--- src/rtl/projectile.sv ---
// Ballistic flight stage: latches power/turn on throw_flag, steps the projectile once
// per frame_tick and reports target hit, landing or off-screen exit via end_throw.
// Optional feature: define PROJECTILE_WIND_EN to add the signed wind input that biases vx.
module projectile #(
  parameter int X_START_P1    = 100,
  parameter int X_START_P2    = 924,
  parameter int Y_START       = 500,
  parameter int GROUND_Y      = 700,
  parameter int SCREEN_W      = 1024,
  parameter int GRAVITY       = 1,
  parameter int TARGET_HALF_W = 16,
  parameter int TARGET_H      = 48
) (
  input  logic        clk60MHz,
  input  logic        rst,
  input  logic        throw_flag,
  input  logic [4:0]  power,
  input  logic        turn,
  input  logic        frame_tick,
`ifdef PROJECTILE_WIND_EN
  input  logic [3:0]  wind,
`endif
  output logic [11:0] x_pos,
  output logic [11:0] y_pos,
  output logic        active,
  output logic        end_throw,
  output logic        hit
);

  typedef enum logic [1:0] {IDLE, LAUNCH, FLY, DONE} state_t;

  localparam logic signed [12:0] P1_X    = 13'(X_START_P1);
  localparam logic signed [12:0] P2_X    = 13'(X_START_P2);
  localparam logic signed [12:0] Y0      = 13'(Y_START);
  localparam logic signed [12:0] GROUND  = 13'(GROUND_Y);
  localparam logic signed [12:0] SCR_MAX = 13'(SCREEN_W - 1);
  localparam logic signed [12:0] HALF    = 13'(TARGET_HALF_W);
  localparam logic signed [12:0] TGT_TOP = 13'(Y_START - TARGET_H);
  localparam logic signed [8:0]  GRAV    = 9'(GRAVITY);

  state_t             state, state_n;
  logic signed [12:0] x_q, x_n, y_q, y_n;
  logic        [4:0]  vx_q, vx_n, pwr_q, pwr_n;
  logic signed [7:0]  vy_q, vy_n;
  logic               dir_q, dir_n, turn_q, turn_n;
  logic               hit_q, hit_n, active_q, active_n, end_q, end_n;

  logic signed [12:0] vx_ext, vy_ext, x_step, y_step, x_clamp, opp_x;
  logic signed [8:0]  vy_sum;
  logic signed [7:0]  vy_sat;
  logic        [4:0]  launch_vx;
  logic               on_tgt, on_ground, off_scr;

  assign vx_ext = $signed({8'd0, vx_q});
  assign vy_ext = $signed({{5{vy_q[7]}}, vy_q});
  assign x_step = dir_q ? (x_q - vx_ext) : (x_q + vx_ext);
  assign y_step = y_q + vy_ext;
  assign vy_sum = $signed({vy_q[7], vy_q}) + GRAV;
  assign vy_sat = (vy_sum > 9'sd127) ? 8'sd127 : $signed(vy_sum[7:0]);

  // The opponent stands at the other player's launch x.
  assign opp_x     = dir_q ? P1_X : P2_X;
  assign on_tgt    = (x_step >= opp_x - HALF) && (x_step <= opp_x + HALF) && (y_step >= TGT_TOP);
  assign on_ground = (y_step >= GROUND);
  assign off_scr   = (x_step < 13'sd0) || (x_step > SCR_MAX);
  assign x_clamp   = (x_step < 13'sd0) ? 13'sd0 : ((x_step > SCR_MAX) ? SCR_MAX : x_step);

`ifdef PROJECTILE_WIND_EN
  logic signed [6:0] wind_ext, vx_wind;
  assign wind_ext  = $signed({{3{wind[3]}}, wind});
  assign vx_wind   = turn_q ? ($signed({2'b00, pwr_q}) - wind_ext)
                            : ($signed({2'b00, pwr_q}) + wind_ext);
  assign launch_vx = (vx_wind < 7'sd0) ? 5'd0 : ((vx_wind > 7'sd31) ? 5'd31 : vx_wind[4:0]);
`else
  assign launch_vx = pwr_q;
`endif

  always_comb begin
    state_n  = state;
    x_n      = x_q;
    y_n      = y_q;
    vx_n     = vx_q;
    vy_n     = vy_q;
    dir_n    = dir_q;
    pwr_n    = pwr_q;
    turn_n   = turn_q;
    hit_n    = hit_q;
    active_n = active_q;
    end_n    = end_q;
    case (state)
      IDLE: begin
        if (throw_flag) begin
          pwr_n   = power;
          turn_n  = turn;
          state_n = LAUNCH;
        end
      end
      LAUNCH: begin
        x_n      = turn_q ? P2_X : P1_X;
        y_n      = Y0;
        vx_n     = launch_vx;
        vy_n     = 8'sd0 - $signed({3'b000, pwr_q});
        dir_n    = turn_q;
        hit_n    = 1'b0;
        active_n = 1'b1;
        state_n  = FLY;
      end
      FLY: begin
        if (frame_tick) begin
          if (on_tgt || on_ground || off_scr) begin
            active_n = 1'b0;
            end_n    = 1'b1;
            state_n  = DONE;
          end
          if (on_tgt) begin
            hit_n = 1'b1;
            x_n   = x_step;
            y_n   = y_step;
          end else if (on_ground) begin
            hit_n = 1'b0;
            x_n   = x_clamp;
            y_n   = GROUND;
          end else if (off_scr) begin
            hit_n = 1'b0;
            x_n   = x_clamp;
            y_n   = y_step;
          end else begin
            x_n  = x_step;
            y_n  = y_step;
            vy_n = vy_sat;
          end
        end
      end
      DONE: begin
        if (!throw_flag) begin
          end_n   = 1'b0;
          state_n = IDLE;
        end
      end
      default: state_n = IDLE;
    endcase
  end

  always_ff @(posedge clk60MHz or negedge rst) begin
    if (!rst) begin
      state    <= IDLE;
      x_q      <= '0;
      y_q      <= '0;
      vx_q     <= '0;
      vy_q     <= '0;
      dir_q    <= 1'b0;
      pwr_q    <= '0;
      turn_q   <= 1'b0;
      hit_q    <= 1'b0;
      active_q <= 1'b0;
      end_q    <= 1'b0;
    end else begin
      state    <= state_n;
      x_q      <= x_n;
      y_q      <= y_n;
      vx_q     <= vx_n;
      vy_q     <= vy_n;
      dir_q    <= dir_n;
      pwr_q    <= pwr_n;
      turn_q   <= turn_n;
      hit_q    <= hit_n;
      active_q <= active_n;
      end_q    <= end_n;
    end
  end

  // Above-screen positions are legal internally but render at row 0.
  assign x_pos     = x_q[11:0];
  assign y_pos     = y_q[12] ? 12'd0 : y_q[11:0];
  assign active    = active_q;
  assign end_throw = end_q;
  assign hit       = hit_q;

endmodule

--- config.mk ---
export PLATFORM = sky130hd
export DESIGN_NAME = projectile
export DESIGN_NICKNAME = d
export VERILOG_FILES = /design/src/rtl/projectile.sv
export SDC_FILE = /design/constraint.sdc
export NUM_CORES = 1
export LEC_CHECK = 0
export ABC_AREA = 1
export BUFFER_PORTS_ARGS = -buffer_cell sky130_fd_sc_hd__buf_2
export CELL_PAD_IN_SITES_DETAIL_PLACEMENT = 0
export CELL_PAD_IN_SITES_GLOBAL_PLACEMENT = 1
export CORE_UTILIZATION = 36
export CTS_CLUSTER_DIAMETER = 40
export CTS_CLUSTER_SIZE = 24
export DETAILED_ROUTE_END_ITERATION = 12
export GPL_ROUTABILITY_DRIVEN = 0
export PLACE_DENSITY = 0.8
export SKIP_LAST_GASP = 1
export SYNTH_ARGS = -nofsm -noshare
export SYNTH_HDL_FRONTEND = slang
export SYNTH_SLANG_ARGS = --single-unit
--- constraint.sdc ---
create_clock -name clk60MHz -period 3.3 [get_ports clk60MHz]
set_input_delay 0.495 -clock clk60MHz [delete_from_list [all_inputs] [get_ports clk60MHz]]
set_output_delay 0.495 -clock clk60MHz [all_outputs]
set_load 0.05 [all_outputs]
Word level (Yosys, flattened, before mapping):

Index checks and enable logic that the tools add are counted.

* $add $sub $neg: 7
* $lt $le $gt $ge: 7
* equality and inequality tests: 11
* mux-type cells: 38
* reductions and logical operators: 15

Operator list (number)
* $mux W13: 10
* $pmux W13 S2: 2
* $mux W8: 5
* $mux W10: 2
* $pmux W8 S2: 1
* $ne A2 B2 Y1 const B: 7
* $add A13 B6 Y13: 1
* $add A13 B8 Y13: 1
* $ge A13 B10 Y1 const B: 1
* $ge A13 B11 Y1: 1
* $ge A13 B11 Y1 const B: 1
* $gt A13 B11 Y1 const B: 1
* $le A13 B12 Y1: 1
* $lt A13 B1 Y1 const B: 1
* $sub A13 B6 Y13: 1
* $mux W12: 1
* $add A10 B5 Y11 const B: 1
* $sub A10 B5 Y11 const B: 1
* $add A8 B2 Y9 const B: 1
* $gt A9 B8 Y1 const B: 1
* $mux W1: 9
* $mux W2: 4
* $pmux W2 S4: 1
* $reduce_and A4 Y1: 2
* other kinds (12): 21

* register bits: 51
* input port bits: 10
* word-level logic and storage cells: 89

Longest topological paths before layout:

Gate-level depths: netlist of run 1.

* word-level depth: 10
* depth in mapped cells: 30
* depth with buffers taken out: 30

Worst setup path before layout of run 1:

Ideal clock, no wire load.

* kind: flip-flop to flip-flop
* from: register vx_q[0]
* to: register vy_q[7]
* arrival: 3.323 ns
* required time: 3.183 ns
* slack: -0.140 ns
* stages on the path, launching flop included: 31
* path buffers: 0
* period minus slack after synthesis: 3.440 ns
* cells stage by stage: dfrtp_1 > inv_1 > ha_1 > inv_1 > nor2_1 > inv_1 > nor2_1 > ha_1 > o21ai_0 > ha_1 > nand2_1 > nand2_1 > nand2_1 > nand2_1 > a31oi_1 > xnor2_1 > ha_1 > nand3_1 > nand3b_1 > a21oi_1 > nand2_1 > nand2_1 > nand2_1 > nand4_1 > clkinv_1 > nand3_4 > nand2_2 > nand2_4 > nand2_4 > nand2_1 > nand2_1

* longest elaborated chain between the ends: 7

Ends and longest elaborated chain
* from (decl): RTL line 43 `logic [4:0] vx_q, vx_n, pwr_q, pwr_n;`
* from (signal assigned): RTL line 161 `vx_q <= vx_n;`
* $add A13 B6 Y13 / $sub A13 B6 Y13 (equally long branches): RTL line 56 `assign x_step = dir_q ? (x_q - vx_ext) : (x_q + vx_ext);`
* $mux W13 (*): RTL line 56
* $ge A13 B11 Y1 / $le A13 B12 Y1 (equally long branches): RTL line 63 `assign on_tgt = (x_step >= opp_x - HALF) && (x_step <= opp_x + HALF) && (y_step >= TGT_TOP);`
* $logic_and A1 B1 Y1 (2 in series): RTL line 63
* $ne A2 B2 Y1 (no source line)
* $reduce_and A5 Y1 (no source line) (*)
* to (signal assigned): RTL line 162 `vy_q <= vy_n;`
* to (decl): RTL line 44 `logic signed [7:0] vy_q, vy_n;`

Every way passes the cells marked *; elsewhere a longest branch is shown, timed or not.
A chain may end at the register's enable or synchronous reset.

Worst setup path after layout of run 1:

* from: register vx_q[1]
* to: register vy_q[1]

The elaborated chain is that of the path after synthesis.

==> results of run 1 <==
==> state kept, by name (all words and copies together) (netlist names), 2 cells and up <==
signal,flops
y_q,13
launch_vx,5
vy_q,8
x_q,13
vx_q,5
state,2
==> final cells by class <==
cell class	count	area [um^2]	area share
Multi-Input combinational cell	472	2892	0.5155
Sequential cell	51	1276	0.2275
Timing Repair Buffer	107	720.7	0.1285
Inverter	106	399.1	0.07116
Tap cell	147	183.9	0.03279
Clock buffer	7	132.6	0.02364
Clock inverter	1	5.005	0.0008923
==> through the flow <==
step                      hold WS, ns  setup WS (ns)
final                          0.2684        -0.4802
after global placement         0.4809        -0.3298
after floorplan                0.1994       -0.07269
after CTS                      0.2953        -0.3287
after global routing           0.3253        -0.7578
after detailed placement       0.4847        -0.4263
==> repair_timing <==
action / 4_1_cts / 5_1_grt
setup buffers: 8 / 5
hold endpoints to repair: 0 / 0
pin swaps: 7 / 19
setup endpoints to repair: 25 / 32
cloned: 1 / 0
resized for setup: 27 / 30
==> critical path, delay by kind of cell (launching register included) <==
family | cells | cell delay, ns
DFF | 1 | 0.39
AOI/OAI and AO/OA | 2 | 0.39
xor gates and xnor gates | 1 | 0.17
and+or+nand+nor | 17 | 1.34
adders and majority gates | 4 | 0.91
buffers and inverters | 6 | 0.46
==> cell usage in the layout (no fill, tap or decap), types with 2 or more instances in the layout <==
| cell type | instances |
|---|---|
| a21oi_1 | 26 |
| a21oi_2 | 6 |
| a21oi_4 | 2 |
| a22oi_1 | 3 |
| a31oi_1 | 3 |
| a31oi_4 | 2 |
| buf_2 | 36 |
| buf_4 | 69 |
| buf_6 | 2 |
| clkbuf_1 | 2 |
| clkbuf_16 | 5 |
| clkinv_2 | 2 |
| dfrtp_1 | 51 |
| fa_1 | 2 |
| ha_1 | 36 |
| ha_4 | 2 |
| inv_1 | 98 |
| inv_2 | 7 |
| mux2_2 | 2 |
| nand2_1 | 148 |
| nand2_2 | 26 |
| nand2_4 | 5 |
| nand2_8 | 2 |
| nand3_1 | 43 |
| nand3_2 | 6 |
| nand3_4 | 2 |
| nand3b_1 | 4 |
| nand4_1 | 12 |
| nor2_1 | 62 |
| nor2_2 | 5 |
| nor2_4 | 2 |
| nor3_1 | 3 |
| o21ai_0 | 28 |
| o21ai_1 | 6 |
| o21bai_1 | 3 |
| o22ai_1 | 4 |
| xnor2_1 | 4 |
| xnor2_2 | 3 |
| xor2_1 | 8 |
| xor2_2 | 2 |
==> kinds of logic (layout without fill, tap and decap cells) <==
logic type               after synthesis  in the layout  share of synthesized area
buffers and inverters                127            221                     0.1183
multiplexers                           2              2                   0.005057
flip-flops                            51             51                     0.2866
AND/OR/NAND/NOR                      323            324                     0.3220
AO/OA/AOI/OAI                         88             88                     0.1144
adder cells (fa/ha/maj)               41             41                     0.1186
XOR/XNOR                              17             17                    0.03512
==> routing by layer <==
metal	track usage	up-vias	share of wire	routed length [um]
met4	0.06140	0	0.020	240
li1	-	2252	-	-
met5	0	-	0	0
met2	0.3481	60	0.51	6016
met3	0.02464	18	0.023	276
met1	0.2344	2032	0.45	5350
==> how the worst min path moves through the flow <==
stage,endpoint,start,slack (ns)
3_3_place_gp,vx_q[3]$_DFFE_PN0P_,launch_vx[3]$_DFFE_PN0P_,0.48
6_report,x_q[1]$_DFFE_PN0P_,rst,0.27
3_5_place_dp,vx_q[3]$_DFFE_PN0P_,launch_vx[3]$_DFFE_PN0P_,0.48
2_1_floorplan,active$_DFFE_PN0P_,rst,0.20
4_1_cts,x_q[1]$_DFFE_PN0P_,rst,0.30
5_1_grt,x_q[1]$_DFFE_PN0P_,rst,0.33
==> reports/metrics.yaml, run 1 <==
cp-start-kind: "register"
synth_edf_count: 0
hold_path_class: "in -> async"
core_area_um2: 12010
root_buffer: "clkbuf_16"
cts_tree: "built"
fin_worst_skew_ns: 0.006035
antenna_found_initial: 0
drive_above_1_share: 0.2621
yosysMostFrequentCell: "nand2_1"
drc: 0
num_rows: 40
slew_violations: 0
wire_per_inst_um: 13.34
first_global_vias: 4310
vias_per_cell: 4.896
wirelength_mm: 11.88
grt_usage: 0.1918
die_w_um: 113.2
io_buffers: 36
grt_max_degree: 34
finish.instance_area_um2: 5609
synthCells: 649
setup_ws_ns: -0.4802
layout.cells.non_filler: 891
critPathMaxFanout: 8
status: "complete, but fails checks"
fin_crit_sh: 1.146
io_pins: 37
cp-end-kind: "register"
ys_seq_area_frac: 0.2866
yosysTopAreaCell: "dfrtp_1"
worst_path_max_delay_cell: "dfrtp_1"
syn_to_final_growth_pct: 25.96
violations: "setup timing"
post-route-min-period_ns: 3.780
ant_nets: 0
fin_util: 0.4670
cp-startpoint: "vx_q[1]$_DFFE_PN0P_"
cts.sinks: 51
n_fill_cell: 1230
cts.hold.buffers_added: 0
worstSetupPathType: "reg -> reg"
firstDrtPassIters: 4
cts_buffers: 5
clockBufferDepth: 2
rsz0062_at_grt: "yes"
synth.avg_cell_area_um2: 6.861
fmax_ghz: 0.2645
reg2reg_to: "vy_q[1]$_DFFE_PN0P_"
synth-async-reset-ratio: 1.000
chipHeight_um: 113.2
diodes: 0
dp_hpwl_mm: 9.354
worstSkewPairLatency_ns: 0.29
critPathCapture: "vy_q[1]$_DFFE_PN0P_"
fin_tns_setup_ns: -10.39
yosys-top-cells-area: "dfrtp_1 (29%), nand2_1 (14%), ha_1 (11%), inv_1 (8.8%), nor2_1 (5.6%)"
reg2reg_from: "vx_q[1]$_DFFE_PN0P_"
setup_viol: 25
worstPathRequired_ns: 3.47
synth_flop_cell: "dfrtp_1"
final-hold-violation-count: 0
synth_common_cells: "nand2_1 (164), inv_1 (104), nor2_1 (66), dfrtp_1 (51), nand3_1 (47)"
critPathMaxStageDelay_ns: 0.39
h-tree-depth: 2
yosys_warnings: 0
cp.arrival_ns: 3.95
worst_slew_pin_slew_ns: 0.9524
synth_top_area_share: 0.2866
maxSlewHeadroom: 0.3627
initial_core_util: 0.3707
reg2regPathDepth: 30
ys_ff_latch: 51
grt_first_pass_wirelength_mm: 19.75
synth_cell_types: 43
grt-ovfl-total: 0
synth.cell_area_um2: 4453
dpl_cell_area_um2: 5142
initialDrtViolationCount: 189
r2r_setup_slack_ns: -0.48
route.vias.total: 4362
cap_viol_max_count: 0
clkTransAtPathRegs_ns: 0.07
syn-num-nets: 700
dieArea_um2: 12820
final_nets: 794
place_inst: 869
Power of run 1 is left out: the tool's default activity adds up to more than one toggle a clock period on the data nets, which glitch-free logic cannot reach.
==> inputs of run 2 (changes only) <==
- REMOVE_ABC_BUFFERS: unset -> 1
- SKIP_CTS_REPAIR_TIMING: unset -> 1
==> run 2 against run 1 <==
Compared with the run above: the run still ends with setup timing left; routed wire length decreased by 1.8%; worst setup slack got worse by 0.080 ns; fmax decreased by 2.1%; first-iteration DRC count increased by 4.2%; via count decreased by 2.7%; clock skew increased by 0.0027 ns; flip-flop and latch count unchanged; count of clock-buffer cells in the layout increased by 1; critical path depth decreased by 1; final area decreased by 1.6%; non-clock buffer count decreased by 13; core utilization decreased by 0.74 points; critical path type unchanged.
==> reports/metrics.yaml, run 2 (synthesis gave the netlist of run 1 again) <==
drc: 0
io_buffers: 36
chipHeight_um: 113.2
worstSkewPairLatency_ns: 0.29
critPathMaxFanout: 5
fin_worst_skew_ns: 0.008725
post-route-min-period_ns: 3.860
worstSetupPathType: "reg -> reg"
io_pins: 37
top_regs: "x_q (13), y_q (13), vy_q (8)"
setup_ws_ns: -0.5603
reg2regPathDepth: 29
wirelength_mm: 11.67
initial_core_util: 0.3707
route.vias.total: 4246
most-common-layout-cells: "nand2_1 (151), inv_1 (98), nor2_1 (60), buf_4 (56), dfrtp_1 (51)"
fin_tns_setup_ns: -11.85
first_global_vias: 3940
vias_per_cell: 4.836
dp_hpwl_mm: 9.138
hold_path_class: "in -> async"
cts_tree: "built"
die_w_um: 113.2
dieArea_um2: 12820
clockBufferDepth: 2
worst_path_max_delay_cell: "dfrtp_1"
worst_hold_slack_ns: 0.1642
grt-ovfl-total: 0
seqCellArea_um2: 1276
maxSlewHeadroom: 0.3430
cp.arrival_ns: 4.04
slew_violations: 0
r2r_setup_slack_ns: -0.56
rsz0062_at_grt: "yes"
clkTransAtPathRegs_ns: 0.07
setup_viol: 29
core_area_um2: 12010
multi_input_area_um2: 2880
worstPathRequired_ns: 3.48
layout.cells.non_filler: 878
status: "complete, but fails checks"
place_inst: 863
syn_to_final_growth_pct: 23.97
root_buffer: "clkbuf_16"
cp_num_buf_inv: 5
cts.sinks: 51
cap_viol_max_count: 0
firstDrtPassIters: 4
cp-end-kind: "register"
ant_nets: 0
critPathMaxStageDelay_ns: 0.39
fin_util: 0.4596
fin_crit_sh: 1.170
n_fill_cell: 1212
grt_usage: 0.1784
wire_per_inst_um: 13.29
cpLargestDelayFamily: "simple AND/OR/NAND/NOR gates"
grt_max_degree: 33
crit_top_cell: "nand2_2"
diodes: 0
reg2reg_from: "vx_q[1]$_DFFE_PN0P_"
fmax_ghz: 0.2590
h-tree-depth: 2
num_rows: 40
antenna_found_initial: 0
grt_first_pass_wirelength_mm: 18.47
cp-start-kind: "register"
violations: "setup timing"
final-hold-violation-count: 0
cts_buffers: 5
initialDrtViolationCount: 197
final_common_cell: "nand2_1"
final_nets: 781
drive_above_1_share: 0.2503
reg2reg_to: "vy_q[3]$_DFFE_PN0P_"
worst_slew_pin_slew_ns: 0.9844
==> run 2: cell types whose count changed in the layout (fill, tap and decap cells not counted), moves of 3 or more <==
cell | previous run | this run
a21oi_2 | 6 | 10
buf_4 | 69 | 56
nand2_1 | 148 | 151
a21oi_1 | 26 | 22
nand3_1 | 43 | 46
==> run 2: worst register-to-register path: cells and delay by family, from the launching register on <==
kind	cells	cell delay (ns)
fa+ha+maj	4	0.89
simple gates	16	1.34
compound gates	3	0.61
buf+inv	5	0.35
xor+xnor	1	0.15
flops	1	0.39
==> run 2: metrics by stage <==
stage / setup WS [ns] / cell area [um^2]
after floorplan: -0.1696 / 4324
after global placement: -0.4588 / 5079
after detailed placement: -0.6386 / 5079
after CTS: -0.6628 / 5235
after global routing: -0.7305 / 5520
final: -0.5603 / 5520
==> run 2: layer usage <==
layer | part of all wire | vias to the layer above | track usage
li1 | - | 2224 | -
met1 | 0.49 | 1959 | 0.2446
met2 | 0.47 | 52 | 0.2973
met3 | 0.026 | 11 | 0.02410
met4 | 0.011 | 0 | 0.04211
met5 | 0 | - | 0
==> run 2: final cells by class <==
type                            count  share of cell area
Sequential cell                    51              0.2312
Clock buffer                        8             0.02833
Tap cell                          147             0.03332
Timing Repair Buffer               94              0.1129
Inverter                          106             0.07253
Multi-Input combinational cell    472              0.5218
==> run 2: how the worst max path moves through the flow <==
stage	start	to	slack (ns)	cells past startpoint
4_1_cts	vx_q[1]$_DFFE_PN0P_	y_q[2]$_DFFE_PN0P_	-0.66	28
3_3_place_gp	vx_q[0]$_DFFE_PN0P_	y_q[2]$_DFFE_PN0P_	-0.46	28
3_5_place_dp	vx_q[1]$_DFFE_PN0P_	y_q[2]$_DFFE_PN0P_	-0.64	28
6_report	vx_q[1]$_DFFE_PN0P_	vy_q[3]$_DFFE_PN0P_	-0.56	29
5_1_grt	vx_q[1]$_DFFE_PN0P_	vy_q[3]$_DFFE_PN0P_	-0.73	29
2_1_floorplan	vx_q[0]$_DFFE_PN0P_	vy_q[7]$_DFFE_PN0P_	-0.17	30
Power of run 2 is left out for the same reason.
